### src/rtl/network_sink_packer.sv
// network_sink_packer
// Buffers network output frames in a DEPTH-entry FIFO and serialises each
// frame onto a SNK_WIDTH-bit valid/ready stream, flagging the last chunk.
//
// Ports:
//   clk, rst              clock, synchronous active-high reset
//   net_valid/net_ready   frame input handshake
//   net_out[NUM_OUT]      frame bits, bit i = output neuron i
//   snk_valid/snk_ready   chunk output handshake
//   snk[SNK_WIDTH]        chunk data; output 0 lands in the MSB of chunk 0
//   snk_last              asserted on the final chunk of a frame
//   fifo_count            frames queued, excluding the one being serialised
//
// Optional feature: define SINK_HEADER_EN to precede every frame with a
// header chunk carrying an 8-bit frame sequence number.

module network_sink_packer #(
   parameter int unsigned NUM_OUT   = 16,
   parameter int unsigned SNK_WIDTH = 8,
   parameter int unsigned DEPTH     = 4
) (
   input  logic                   clk,
   input  logic                   rst,
   input  logic                   net_valid,
   output logic                   net_ready,
   input  logic [NUM_OUT-1:0]     net_out,
   input  logic                   snk_ready,
   output logic                   snk_valid,
   output logic [SNK_WIDTH-1:0]   snk,
   output logic                   snk_last,
   output logic [$clog2(DEPTH):0] fifo_count
);

   localparam int unsigned NUM_CHUNKS = (NUM_OUT + SNK_WIDTH - 1) / SNK_WIDTH;
   localparam int unsigned FRAME_W    = NUM_CHUNKS * SNK_WIDTH;
   localparam int unsigned PTR_W      = $clog2(DEPTH);
   localparam int unsigned CNT_W      = PTR_W + 1;
   localparam int unsigned IDX_W      = (NUM_CHUNKS > 1) ? $clog2(NUM_CHUNKS) : 1;
   localparam logic [IDX_W-1:0] LAST_IDX  = IDX_W'(NUM_CHUNKS - 1);
   localparam logic [CNT_W-1:0] FULL_CNT  = CNT_W'(DEPTH);
   localparam logic             ONE_CHUNK = (NUM_CHUNKS == 1);

`ifdef SINK_HEADER_EN
   typedef enum logic [1:0] {S_IDLE = 2'd0, S_SEND = 2'd1, S_HDR = 2'd2} state_t;
`else
   typedef enum logic [1:0] {S_IDLE = 2'd0, S_SEND = 2'd1} state_t;
`endif

   // Chunk k, bit-reversed so the lowest frame bit of the chunk becomes its MSB.
   function automatic logic [SNK_WIDTH-1:0] chunk_of(input logic [FRAME_W-1:0] f,
                                                      input logic [IDX_W-1:0]   k);
      logic [SNK_WIDTH-1:0] c;
      int unsigned          bit_i;
      c = '0;
      for (int unsigned j = 0; j < SNK_WIDTH; j++) begin
         bit_i = 32'(k) * SNK_WIDTH + j;
         if (bit_i < FRAME_W) c[SNK_WIDTH-1-j] = f[bit_i];
      end
      return c;
   endfunction

   logic [NUM_OUT-1:0]   mem_q [DEPTH];
   logic [NUM_OUT-1:0]   mem_d [DEPTH];
   logic [PTR_W-1:0]     wr_ptr_q, wr_ptr_d;
   logic [PTR_W-1:0]     rd_ptr_q, rd_ptr_d;
   logic [CNT_W-1:0]     count_q, count_d;
   logic                 net_ready_q, net_ready_d;
   state_t               state_q, state_d;
   logic [FRAME_W-1:0]   frame_q, frame_d;
   logic [IDX_W-1:0]     idx_q, idx_d;
   logic                 valid_q, valid_d;
   logic [SNK_WIDTH-1:0] snk_q, snk_d;
   logic                 last_q, last_d;
`ifdef SINK_HEADER_EN
   logic [7:0]           seq_q, seq_d;
`endif

   logic                 push, pop, hs;
   logic [IDX_W-1:0]     idx_nxt;
   logic [FRAME_W-1:0]   head;

   // FIFO bookkeeping and serialiser next state.
   always_comb begin
      state_d     = state_q;
      frame_d     = frame_q;
      idx_d       = idx_q;
      valid_d     = valid_q;
      snk_d       = snk_q;
      last_d      = last_q;
`ifdef SINK_HEADER_EN
      seq_d       = seq_q;
`endif
      mem_d       = mem_q;
      pop         = 1'b0;
      push        = net_valid && net_ready_q;
      hs          = valid_q && snk_ready;
      idx_nxt     = IDX_W'(idx_q + 1'b1);
      head        = FRAME_W'(mem_q[rd_ptr_q]);

      case (state_q)
         S_IDLE: begin
            if (count_q != '0) pop = 1'b1;
         end
`ifdef SINK_HEADER_EN
         S_HDR: begin
            if (hs) begin
               state_d = S_SEND;
               idx_d   = '0;
               snk_d   = chunk_of(frame_q, '0);
               last_d  = ONE_CHUNK;
            end
         end
`endif
         S_SEND: begin
            if (hs) begin
               if (idx_q == LAST_IDX) begin
`ifdef SINK_HEADER_EN
                  seq_d = seq_q + 8'd1;
`endif
                  // Back-to-back: the next frame is popped on this same edge.
                  if (count_q != '0) begin
                     pop = 1'b1;
                  end else begin
                     state_d = S_IDLE;
                     valid_d = 1'b0;
                     snk_d   = '0;
                     last_d  = 1'b0;
                  end
               end else begin
                  idx_d  = idx_nxt;
                  snk_d  = chunk_of(frame_q, idx_nxt);
                  last_d = (idx_nxt == LAST_IDX);
               end
            end
         end
         default: state_d = S_IDLE;
      endcase

      // Load the FIFO head into the shift register and present its first chunk.
      if (pop) begin
         frame_d = head;
         idx_d   = '0;
         valid_d = 1'b1;
`ifdef SINK_HEADER_EN
         state_d = S_HDR;
         snk_d   = SNK_WIDTH'(seq_d);
         last_d  = 1'b0;
`else
         state_d = S_SEND;
         snk_d   = chunk_of(head, '0);
         last_d  = ONE_CHUNK;
`endif
      end

      if (push) mem_d[wr_ptr_q] = net_out;
      wr_ptr_d    = wr_ptr_q + PTR_W'(push);
      rd_ptr_d    = rd_ptr_q + PTR_W'(pop);
      count_d     = count_q + CNT_W'(push) - CNT_W'(pop);
      net_ready_d = (count_d != FULL_CNT);
   end

   // Frame storage carries no reset; validity is tracked by the pointers.
   always_ff @(posedge clk) begin
      mem_q <= mem_d;
   end

   always_ff @(posedge clk) begin
      if (rst) begin
         wr_ptr_q    <= '0;
         rd_ptr_q    <= '0;
         count_q     <= '0;
         net_ready_q <= 1'b1;
         state_q     <= S_IDLE;
         frame_q     <= '0;
         idx_q       <= '0;
         valid_q     <= 1'b0;
         snk_q       <= '0;
         last_q      <= 1'b0;
`ifdef SINK_HEADER_EN
         seq_q       <= '0;
`endif
      end else begin
         wr_ptr_q    <= wr_ptr_d;
         rd_ptr_q    <= rd_ptr_d;
         count_q     <= count_d;
         net_ready_q <= net_ready_d;
         state_q     <= state_d;
         frame_q     <= frame_d;
         idx_q       <= idx_d;
         valid_q     <= valid_d;
         snk_q       <= snk_d;
         last_q      <= last_d;
`ifdef SINK_HEADER_EN
         seq_q       <= seq_d;
`endif
      end
   end

   assign net_ready  = net_ready_q;
   assign fifo_count = count_q;
   assign snk_valid  = valid_q;
   assign snk        = snk_q;
   assign snk_last   = last_q;

endmodule
### config.mk
export PLATFORM = sky130hd
export DESIGN_NAME = network_sink_packer
export DESIGN_NICKNAME = d
export VERILOG_FILES = /design/src/rtl/network_sink_packer.sv
export SDC_FILE = /design/constraint.sdc
export NUM_CORES = 1
export LEC_CHECK = 0
export ABC_AREA = 1
export BUFFER_PORTS_ARGS = -buffer_cell sky130_fd_sc_hd__buf_4
export CAP_MARGIN = 25
export CORE_ASPECT_RATIO = 1.4
export CORE_UTILIZATION = 45
export CTS_BUF_LIST = sky130_fd_sc_hd__clkbuf_4 sky130_fd_sc_hd__clkbuf_8 sky130_fd_sc_hd__clkbuf_16
export DETAILED_ROUTE_END_ITERATION = 6
export PLACE_DENSITY_LB_ADDON = 0.25
export SKIP_CTS_REPAIR_TIMING = 1
export SYNTH_ARGS = -nofsm -noshare
export SYNTH_HDL_FRONTEND = slang
export SYNTH_SLANG_ARGS = --single-unit
### constraint.sdc
create_clock -name clk -period 4.77 [get_ports clk]
set_input_delay 0.7155 -clock clk [delete_from_list [all_inputs] [get_ports clk]]
set_output_delay 0.7155 -clock clk [all_outputs]
set_load 0.01 [all_outputs]
# Word level (Yosys, flattened, before mapping)
# Index checks and enable logic that the tools add are counted.
# W data, S select, Z words.
[totals]
register_bits = 101
in_bits = 20
elab_cells = 127
[classes]
n_addsub = 12
magnitude_cmp = 19
n_eq_ne = 12
n_mux = 51
bitwise = 3
n_reduce_logical = 15
[op_table]
columns = ["operator", "count"]
rows = [
  ["$lt A5 B5 Y1 const B", 14],
  ["$bwmux W64", 1],
  ["$mux W16", 3],
  ["$mux W8", 5],
  ["$bmux W16 S2", 1],
  ["$demux W16 S2", 1],
  ["$bmux W1 S4", 7],
  ["$mux W1", 28],
  ["$add A4 B3 Y5 const B", 4],
  ["$ne A3 B3 Y1 const B", 5],
  ["$ne A2 B2 Y1 const B", 6],
  ["$reduce_and A4 Y1", 3],
  ["$add A4 B2 Y5 const B", 2],
  ["$lt A4 B5 Y1 const B", 2],
  ["$ge A3 B3 Y1 const B", 2],
  ["$mux W2", 3],
  ["$not A2 Y3", 2],
  ["$reduce_and A3 Y1", 2],
  ["$reduce_bool A2 Y1", 3],
  ["$add A4 B1 Y5 const B", 1],
  ["$add A2 B1 Y2", 2],
  ["$pmux W2 S2", 1],
  ["$add A3 B1 Y3", 1],
  ["$logic_and A1 B1 Y1", 3],
  ["other kinds (10)", 10],
]

# Depth between registers and ports, before layout
# Gate-level depths: netlist (run 1).
[depth]
ltp_word = 9
depth_mapped = 14

# Least setup slack after synthesis (run 1)
# No wires, ideal clock.
[synth_path]
kind = "in2reg"
start = "input net_valid"
end = "register mem_q[48] (netlist bit), enable pin"
setup_time_ps = 409
arrival_ps = 1974
required_time_ps = 4361
setup_slack_ps = 2387
cell_stages = 2
n_path_buf = 0
path_cell_list = "nand2_1 > nor3_1"
[synth_via]
elab_chain_cells = 1
[synth_lines]
columns = ["element", "line_no", "text"]
rows = [
  ["from (decl)", "24", "input logic net_valid,"],
  ["$logic_and A1 B1 Y1", "95", "push = net_valid && net_ready_q;"],
  ["to (signal assigned)", "164", "mem_q <= mem_d;"],
  ["to (decl)", "62", "logic [NUM_OUT-1:0] mem_q [DEPTH];"],
]
# Every way passes these cells.
# A chain may end at the register's enable or synchronous reset.

# Worst setup path after layout (run 1)
[layout_path]
start = "input snk_ready"
end = "register net_ready_q, in the netlist net_ready"
[layout_via]
elab_chain_cells = 5
[layout_lines]
columns = ["element", "line_no", "text"]
rows = [
  ["from (decl)", "27", "input logic snk_ready,"],
  ["$logic_and A1 B1 Y1", "96", "hs = valid_q && snk_ready;"],
  ["$mux W1", "115", "if (hs) begin"],
  ["$pmux W1 S2", "100", "case (state_q)"],
  ["$sub A3 B1 Y3", "158", "count_d = count_q + CNT_W'(push) - CNT_W'(pop);"],
  ["$ne A3 B3 Y1", "159", "net_ready_d = (count_d != FULL_CNT);"],
  ["to (signal assigned)", "186", "net_ready_q <= net_ready_d;"],
  ["to (decl)", "67", "logic net_ready_q, net_ready_d;"],
]
# Every way passes these cells.

==> flow_summary.toml, run 1 <==
[layout]
nNetsFinal = 471
multi_input_area_um2 = 1150
n_antenna_cell = 0
syn_to_final_growth_pct = 14.4
n_fill_cell = 793
final_area_um2 = 4600
drive_above_1_share = 0.178
ff_latch_area_um2 = 2480

[die]
coreArea_um2 = 8610
pin_count = 34
initial_utilization = 0.467
die_y_um = 114
die_area_um2 = 9320
die_w_um = 81.9
num_rows = 40

[yosys]
ys_top_cells_by_count = "93 x nand2_1, 70 x inv_1, 64 x edfxtp_1"
synth_fa_ha_area_frac = 0.0174
synth-seq-cells = 92
synthMuxAreaShare = 0
synthArstFlopShare = 0
synth_top_family_by_area = "simple AND/OR/NAND/NOR gates"
synth_simple_gate_area_frac = 0.212
yosys.area_share.xor_xnor = 0.00654
synth_top_area_cell = "edfxtp_1"
synth_cell_types = 27
synth_compound_area_frac = 0.0448
synth_area_um2 = 4020
synth.area.top_cells = "edfxtp_1 48%, dfxtp_1 14%, nand2_1 8.7%, inv_1 6.5%, nor2_1 4.6%"
syn_nets = 439
ys_seq_area_frac = 0.617
synth_top_area_frac = 0.478
syn_area_per_cell_um2 = 9.71
ys.warnings.count = 0
synth-main-ff-cell = "edfxtp_1"
synth_edf_count = 64
syn_inst = 414
synth.most_common_cell = "nand2_1"

[timing]
fin_crit_sh = 0.493
period_needed_ns = 2.35
tns_ns = 0
setup_viol = 0
skew_ns = 0.00326
hold_viol = 0
maxSlewViolCount = 0
relSlewSlack = 0.435
max_freq_ghz = 0.425
tightest_slew_ns = 0.847
rsz0062_at_grt = "no"

[route]
final_antenna_net_count = 0
remaining_drc_errors = 0
routed_via_density = 4.66
dr.pass1.iters = 5
drt_iter0_drc = 121
wl_um = 7300
vias = 2584
wire_per_inst_um = 13.2

[placed_design]
post_dp_cell_area_um2 = 4330
dp_hpwl_um = 4830
gp_congestion = 0.751
io_buffers = 33

[critical_path]
worstPathRequired_ns = 4.99
path_max_fanout = 20
cp-end-kind = "register"
path_class = "primary input to register"
cp.arrival_ns = 2.57
start_kind = "primary input"

[global_routing]
antenna_found_initial = 0
grt_pass1_vias = 2610
grt_first_pass_wirelength_um = 12200
overflow = 0
grt_max_degree = 34
track_usage = 0.180

[min_path]
hold_class = "register to register"

[pwr]
p_per_area_nw_per_um2 = 579
p_leak_nw = 2.01
vdd_drop_max_mv = 0.255

[cts]
cts_tree = "yes"
root_buffer = "clkbuf_16"
clk_path_buf_depth = 2
clk-insertion-delay-late_ns = 0.34
cts.sinks = 92
cts.clk_slew.worst_paths_ns = 0.06
htree_num_levels = 3
numCtsBuffers = 9

[flow_run]
drv_cap = 0

[outcome]
outcome = "finished clean"
-- routing by layer --
metal  share of wire  GRT usage  wire length, um  vias up
li1                -          -                -     1368
met5               0          0                0        -
met4           0.018     0.0772              133        0
met1            0.44      0.212             3230     1171
met3           0.031     0.0456              228        7
met2            0.51      0.305             3700       38
-- final timing paths --
check | startpoint | endpoint | slack, ns | depth (start not counted)
max | snk_ready | net_ready$_SDFF_PP1_ | 2.42 | 13
min reg2reg | frame_q[8]$_SDFFE_PP0P_ | frame_q[8]$_SDFFE_PP0P_ | 0.47 | 2
min | frame_q[8]$_SDFFE_PP0P_ | frame_q[8]$_SDFFE_PP0P_ | 0.47 | 2
max reg2reg | idx_q$_SDFFE_PP0P_ | net_ready$_SDFF_PP1_ | 2.43 | 12
-- cell type report --
cell class | instances | area share
tap | 105 | 0.0286
multi-input combinational | 232 | 0.250
clock buffer | 10 | 0.0506
sequential | 92 | 0.540
timing repair buffer | 38 | 0.0620
clock inverter | 5 | 0.00844
inverter | 73 | 0.0607
-- cells by family after synthesis --
logic type	count (synthesis)
and+or+nand+nor	194
DFF	92
buffers and inverters	90
AOI/OAI and AO/OA	30
adders and majority gates	5
xor gates and xnor gates	3
-- worst max-delay path, cell delays in order --
cell	delay [ns]
buf_4	0.13
nand3_4	0.09
nand2_4	0.06
nand2_4	0.21
inv_4	0.14
ha_1	0.30
inv_1	0.04
ha_1	0.18
fa_1	0.39
nand2_1	0.08
nand2_1	0.04
nor2_1	0.12
nand3_1	0.08
-- where the power goes --
group	switching, mW	total [mW]	leakage (nW)	internal, mW
clock	0.291	0.649	0.121	0.357
sequential	0.0932	1.11	0.818	1.02
combinational	0.561	0.904	1.08	0.343
-- per-stage QoR --
step                      hold slack [ns]  power, mW  cells  worst slack, ns   util
after floorplan                     0.443       1.84    414             2.39      -
after CTS                           0.469       2.70    555             2.41  0.534
after detailed placement            0.460       2.04    540             2.05  0.503
final                               0.467       2.66    555             2.42  0.534
after global placement              0.461       2.02    540             2.12  0.503
after global routing                0.485       2.88    555             2.22  0.534
-- layout by cell type (no fill, tap or decap), types with 2 or more instances in the layout --
| master | n |
|---|---|
| a21oi_2 | 8 |
| buf_4 | 38 |
| nor2_1 | 49 |
| a21oi_1 | 4 |
| clkinvlp_4 | 4 |
| dfxtp_1 | 28 |
| nand3_1 | 26 |
| inv_4 | 2 |
| inv_1 | 70 |
| clkbuf_16 | 9 |
| nand2_2 | 10 |
| nor3_2 | 4 |
| edfxtp_1 | 64 |
| nand2_1 | 93 |
| nand3b_1 | 8 |
| xnor2_1 | 3 |
| o21ai_1 | 4 |
| nand2_4 | 2 |
| o21ai_0 | 14 |
| ha_1 | 4 |
-- registers in the layout, summed over array words and instances (netlist names) --
signal / cells
mem_q: 64
frame_q: 8
snk: 8
fifo_count: 3
rd_ptr_q: 2
wr_ptr_q: 2
idx_q: 1
net_ready: 1
snk_last: 1
snk_valid: 1
state_q: 1
Power figures use the tool's default switching activity.
==> run 2: changes to the inputs <==
Settings changed: ABC_AREA 1 to 0.
Clock period 4.77 ns to 2.2 ns, I/O delays scaled along.
==> flow_summary.toml, run 2 <==
[cts]
cts_tree = "yes"
root_buffer = "clkbuf_8"
cts.clk_slew.worst_paths_ns = 0.09
cts.sinks = 92
clk_path_buf_depth = 2
numCtsBuffers = 9
clk-insertion-delay-late_ns = 0.36
htree_num_levels = 3

[placed_design]
gp_congestion = 0.668
io_buffers = 33
post_dp_cell_area_um2 = 3960
dp_hpwl_um = 3810

[timing]
max_freq_ghz = 0.475
skew_ns = 0.0137
setup_viol = 0
relSlewSlack = 0.788
rsz0062_at_grt = "yes"
fin_crit_sh = 0.957
tightest_slew_ns = 0.319
whs_ns = 0.168
maxSlewViolCount = 0
hold_viol = 0
period_needed_ns = 2.11

[yosys]
syn_nets = 247
syn_area_per_cell_um2 = 16.0
synth-seq-cells = 92
ys_seq_area_frac = 0.700
synthArstFlopShare = 0
synth_top_area_cell = "edfxtp_1"
synth_top_area_frac = 0.542
synth_cell_types = 33
ys.warnings.count = 0
synth.most_common_cell = "edfxtp_1"
synth.area.top_cells = "edfxtp_1 54%, dfxtp_1 16%, mux4_2 9.5%, nand2_1 3.7%, buf_6 1.9%"
ys_top_cells_by_count = "64 x edfxtp_1, 35 x nand2_1, 28 x dfxtp_1"
synth_edf_count = 64
syn_inst = 222
synth_area_um2 = 3550
synth-main-ff-cell = "edfxtp_1"

[layout]
final_area_um2 = 4170
n_fill_cell = 624
multi_input_area_um2 = 966
nNetsFinal = 292
syn_to_final_growth_pct = 17.6
layout_common_cells = "64 x edfxtp_1, 45 x buf_4, 35 x nand2_1"
largest_register_ffs = 64
drive_above_1_share = 0.338
regMostFlops = "mem_q"
n_antenna_cell = 0
ff_latch_area_um2 = 2490
final_common_cell = "edfxtp_1"

[global_routing]
antenna_found_initial = 0
track_usage = 0.164
grt_first_pass_wirelength_um = 9830
grt_max_degree = 28
overflow = 0
grt_pass1_vias = 1959

[flow_run]
drv_cap = 0

[pwr]
pwr-share-clk = 0.217
p_comb_frac = 0.326
swShare = 0.304
seqPwrFrac = 0.457
p_sw_mw = 1.62
power.internal_mw = 3.70
p_per_area_nw_per_um2 = 1280
p_leak_nw = 1.47
p_total_mw = 5.32
vdd_drop_max_mv = 0.516

[route]
highest_layer = "met4"
wl_met3_um = 189
wl_um = 5910
wl_met1_um = 2610
routed_via_density = 5.22
vias = 1925
remaining_drc_errors = 0
drt_iter0_drc = 116
wire_per_inst_um = 16.0
final_antenna_net_count = 0
dr.pass1.iters = 4
wl_met2_um = 2990

[critical_path]
cp.arrival_ns = 2.36
cp-end-kind = "register"
path_class = "register to register"
worstPathRequired_ns = 2.45
r2r.worst_path.cells = 11
start_kind = "register"
path_max_fanout = 3

[die]
pin_count = 34
die_w_um = 77.0
die_area_um2 = 8240
die_y_um = 107
initial_utilization = 0.473
coreArea_um2 = 7500
num_rows = 37

[min_path]
whs_path_depth = 1
hold_class = "primary input to register"

[outcome]
outcome = "finished clean"
==> run 2: power by group through the flow <==
| stage | combinational [mW] | clock (mW) | sequential (mW) |
|---|---|---|---|
| 2_1_floorplan | 1.23 | 0 | 2.50 |
| 6_report | 1.73 | 1.15 | 2.43 |
| 4_1_cts | 1.76 | 1.18 | 2.43 |
| 3_5_place_dp | 1.75 | 0 | 2.47 |
| 3_3_place_gp | 1.73 | 0 | 2.45 |
| 5_1_grt | 1.92 | 1.26 | 2.48 |
==> run 2: per-layer routing <==
layer,vias up,track usage
met2,37,0.273
met5,-,0
met4,0,0.0930
met1,963,0.195
li1,916,-
met3,9,0.0391
==> run 2: cell type report <==
cell class / instances / area share
sequential: 92 / 0.596
tap: 97 / 0.0291
timing repair buffer: 46 / 0.0858
clock inverter: 4 / 0.0114
multi-input combinational: 111 / 0.232
clock buffer: 12 / 0.0381
inverter: 7 / 0.00750
==> run 2: worst paths after layout <==
check / endpoint / slack (ns) / from
max: net_ready$_SDFF_PP1_ / 0.09 / fifo_count[0]$_SDFF_PP0_
min: mem_q[52]$_DFFE_PP_ / 0.17 / net_out[4]
max reg2reg: net_ready$_SDFF_PP1_ / 0.09 / fifo_count[0]$_SDFF_PP0_
min reg2reg: frame_q[14]$_SDFFE_PP0P_ / 0.46 / frame_q[14]$_SDFFE_PP0P_
==> run 2: cells by family (layout without fill, tap and decap cells) <==
family,after synthesis,after routing,share of synthesized area
fa+ha+maj,5,5,0.0198
compound gates,26,26,0.0533
xor+xnor,4,4,0.00988
buf+inv,19,69,0.0388
mux,16,16,0.103
flops,92,92,0.700
simple gates,60,60,0.0755
==> run 2: through the flow <==
stage / worst slack (ns) / util / instances / TNS (ns)
6_report: 0.0949 / 0.556 / 369 / 0
5_1_grt: -0.0152 / 0.556 / 369 / -0.0152
4_1_cts: 0.0623 / 0.555 / 368 / 0
3_5_place_dp: 0.0177 / 0.528 / 352 / 0
3_3_place_gp: 0.0654 / 0.528 / 352 / 0
2_1_floorplan: -0.170 / - / 222 / -0.503
==> run 2: worst max-delay path: stages (launching register included) <==
cell	delay, ns
dfxtp_4	0.37
nor3_4	0.18
a21o_1	0.18
inv_6	0.04
ha_4	0.25
inv_2	0.03
ha_2	0.16
fa_2	0.35
xnor2_2	0.14
xnor2_1	0.12
nor2_1	0.12
nand2_1	0.06
==> run 3: changes to the inputs <==
Settings changed: CORE_ASPECT_RATIO 1.4 to default.
Clock period 2.2 ns to 2.6 ns, I/O delays scaled along.
==> flow_summary.toml, run 3 (same netlist as run 2, synthesis figures left out) <==
[pwr]
vdd_drop_max_mv = 0.317
p_sw_mw = 1.37
p_leak_nw = 1.44
pwr-share-clk = 0.219
seqPwrFrac = 0.480
power.internal_mw = 2.99
p_per_area_nw_per_um2 = 1070
p_comb_frac = 0.301
swShare = 0.315

[layout]
ff_latch_area_um2 = 2480
instances_no_fill = 369
final_common_cell = "edfxtp_1"
n_fill_cell = 689
largest_register_ffs = 64
multi_input_area_um2 = 941
n_antenna_cell = 0
layout_common_cells = "64 x edfxtp_1, 41 x buf_4, 35 x nand2_1"
regMostFlops = "mem_q"
nNetsFinal = 287
drive_above_1_share = 0.300
final_util = 0.532
syn_to_final_growth_pct = 15.2

[timing]
period_needed_ns = 2.34
tightest_slew_ns = 0.775
skew_ns = 0.00821
hold_viol = 0
fin_crit_sh = 0.901
setup_viol = 0
maxSlewViolCount = 0
rsz0062_at_grt = "no"
relSlewSlack = 0.483
tns_ns = 0
max_freq_ghz = 0.427

[route]
vias = 1861
remaining_drc_errors = 0
drt_iter0_drc = 58
routed_via_density = 5.04
wire_per_inst_um = 15.8
final_antenna_net_count = 0
dr.pass1.iters = 4
wl_um = 5840

[placed_design]
dp_hpwl_um = 3740
gp_congestion = 0.659
dp_cells = 353
io_buffers = 33

[critical_path]
path_depth = 11
r2r_end = "net_ready$_SDFF_PP1_"
r2r_setup_slack_ns = 0.26
worstSetupEndpoint = "net_ready$_SDFF_PP1_"
startpoint = "fifo_count[1]$_SDFF_PP0_"
cp-end-kind = "register"
path_class = "register to register"
r2r.worst_path.cells = 11
cpMaxStageDelayCell = "fa_1"
cp_slowest_stage_delay_ns = 0.38
worstPathRequired_ns = 2.85
cp.arrival_ns = 2.59
start_kind = "register"
rr_startpoint = "fifo_count[1]$_SDFF_PP0_"
critical_path.top_delay_family = "adder cells"
path_max_fanout = 7
critPathBufInv = 2
crit_chain = "nor3_4 > a21o_1 > inv_4 > ha_1 > inv_1 > ha_1 > fa_1 > xnor2_1 > xnor2_1 > nor2_1 > nand2_1"

[cts]
cts.clk_slew.worst_paths_ns = 0.09
cts_tree = "yes"
clk_path_buf_depth = 2
clk-insertion-delay-late_ns = 0.36
numCtsBuffers = 9
root_buffer = "clkbuf_8"
htree_num_levels = 3
cts.sinks = 92

[die]
initial_utilization = 0.461
die_w_um = 90.8
die_y_um = 90.8
num_rows = 32
pin_count = 34
die_area_um2 = 8240
coreArea_um2 = 7690

[global_routing]
grt_max_degree = 28
grt_pass1_vias = 1817
antenna_found_initial = 0
grt_first_pass_wirelength_um = 9290
overflow = 0
track_usage = 0.156

[min_path]
hold_class = "primary input to register"
worstHoldStart = "net_out[3]"

[flow_run]
drv_cap = 0

[outcome]
outcome = "finished clean"
==> run 3: cell count changes in the layout (fill, tap and decap cells not counted), sizes merged <==
| cell | before | now |
|---|---|---|
| clkinvlp | 2 | 0 |
| clkbuf | 12 | 9 |
| clkinv | 1 | 4 |
| buf | 46 | 41 |
| inv | 7 | 9 |
==> run 3: worst min path at each step <==
stage                                    end  slack (ns)  cells past startpoint
detailed placement   frame_q[8]$_SDFFE_PP0P_        0.45                      2
global route             mem_q[18]$_DFFE_PP_        0.21                      1
global placement     frame_q[8]$_SDFFE_PP0P_        0.45                      2
CTS                      mem_q[34]$_DFFE_PP_        0.21                      1
floorplan           frame_q[10]$_SDFFE_PP0P_        0.44                      2
finish                   mem_q[35]$_DFFE_PP_        0.23                      1
==> run 3: power by group through the flow <==
stage          sequential (mW)  clock [mW]  combinational [mW]
2_1_floorplan             2.10           0               0.996
3_3_place_gp              2.12           0                1.33
3_5_place_dp              2.13           0                1.34
4_1_cts                   2.10       0.982                1.35
5_1_grt                   2.13        1.04                1.47
6_report                  2.09       0.955                1.31
==> run 3: final cells by class <==
| class | instances | share of cell area |
|---|---|---|
| Sequential cell | 92 | 0.607 |
| Multi-Input combinational cell | 111 | 0.230 |
| Timing Repair Buffer | 41 | 0.0753 |
| Tap cell | 102 | 0.0312 |
| Clock buffer | 9 | 0.0303 |
| Clock inverter | 7 | 0.0184 |
| Inverter | 7 | 0.00704 |
==> run 3: metrics by stage <==
| step | hold slack, ns | power [mW] | setup slack (ns) | area [um2] |
|---|---|---|---|---|
| floorplan | 0.437 | 3.10 | 0.137 | 3550 |
| global placement | 0.446 | 3.45 | 0.317 | 3890 |
| detailed placement | 0.448 | 3.47 | 0.243 | 3890 |
| CTS | 0.208 | 4.43 | 0.240 | 4090 |
| global route | 0.207 | 4.64 | 0.117 | 4090 |
| finish | 0.230 | 4.36 | 0.257 | 4090 |
==> run 3: layer usage <==
metal | up-vias | GRT usage | share of wire
met5 | - | 0 | 0
met4 | 0 | 0.0939 | 0.025
met3 | 12 | 0.0328 | 0.037
met2 | 39 | 0.248 | 0.49
met1 | 905 | 0.196 | 0.45
li1 | 905 | - | -
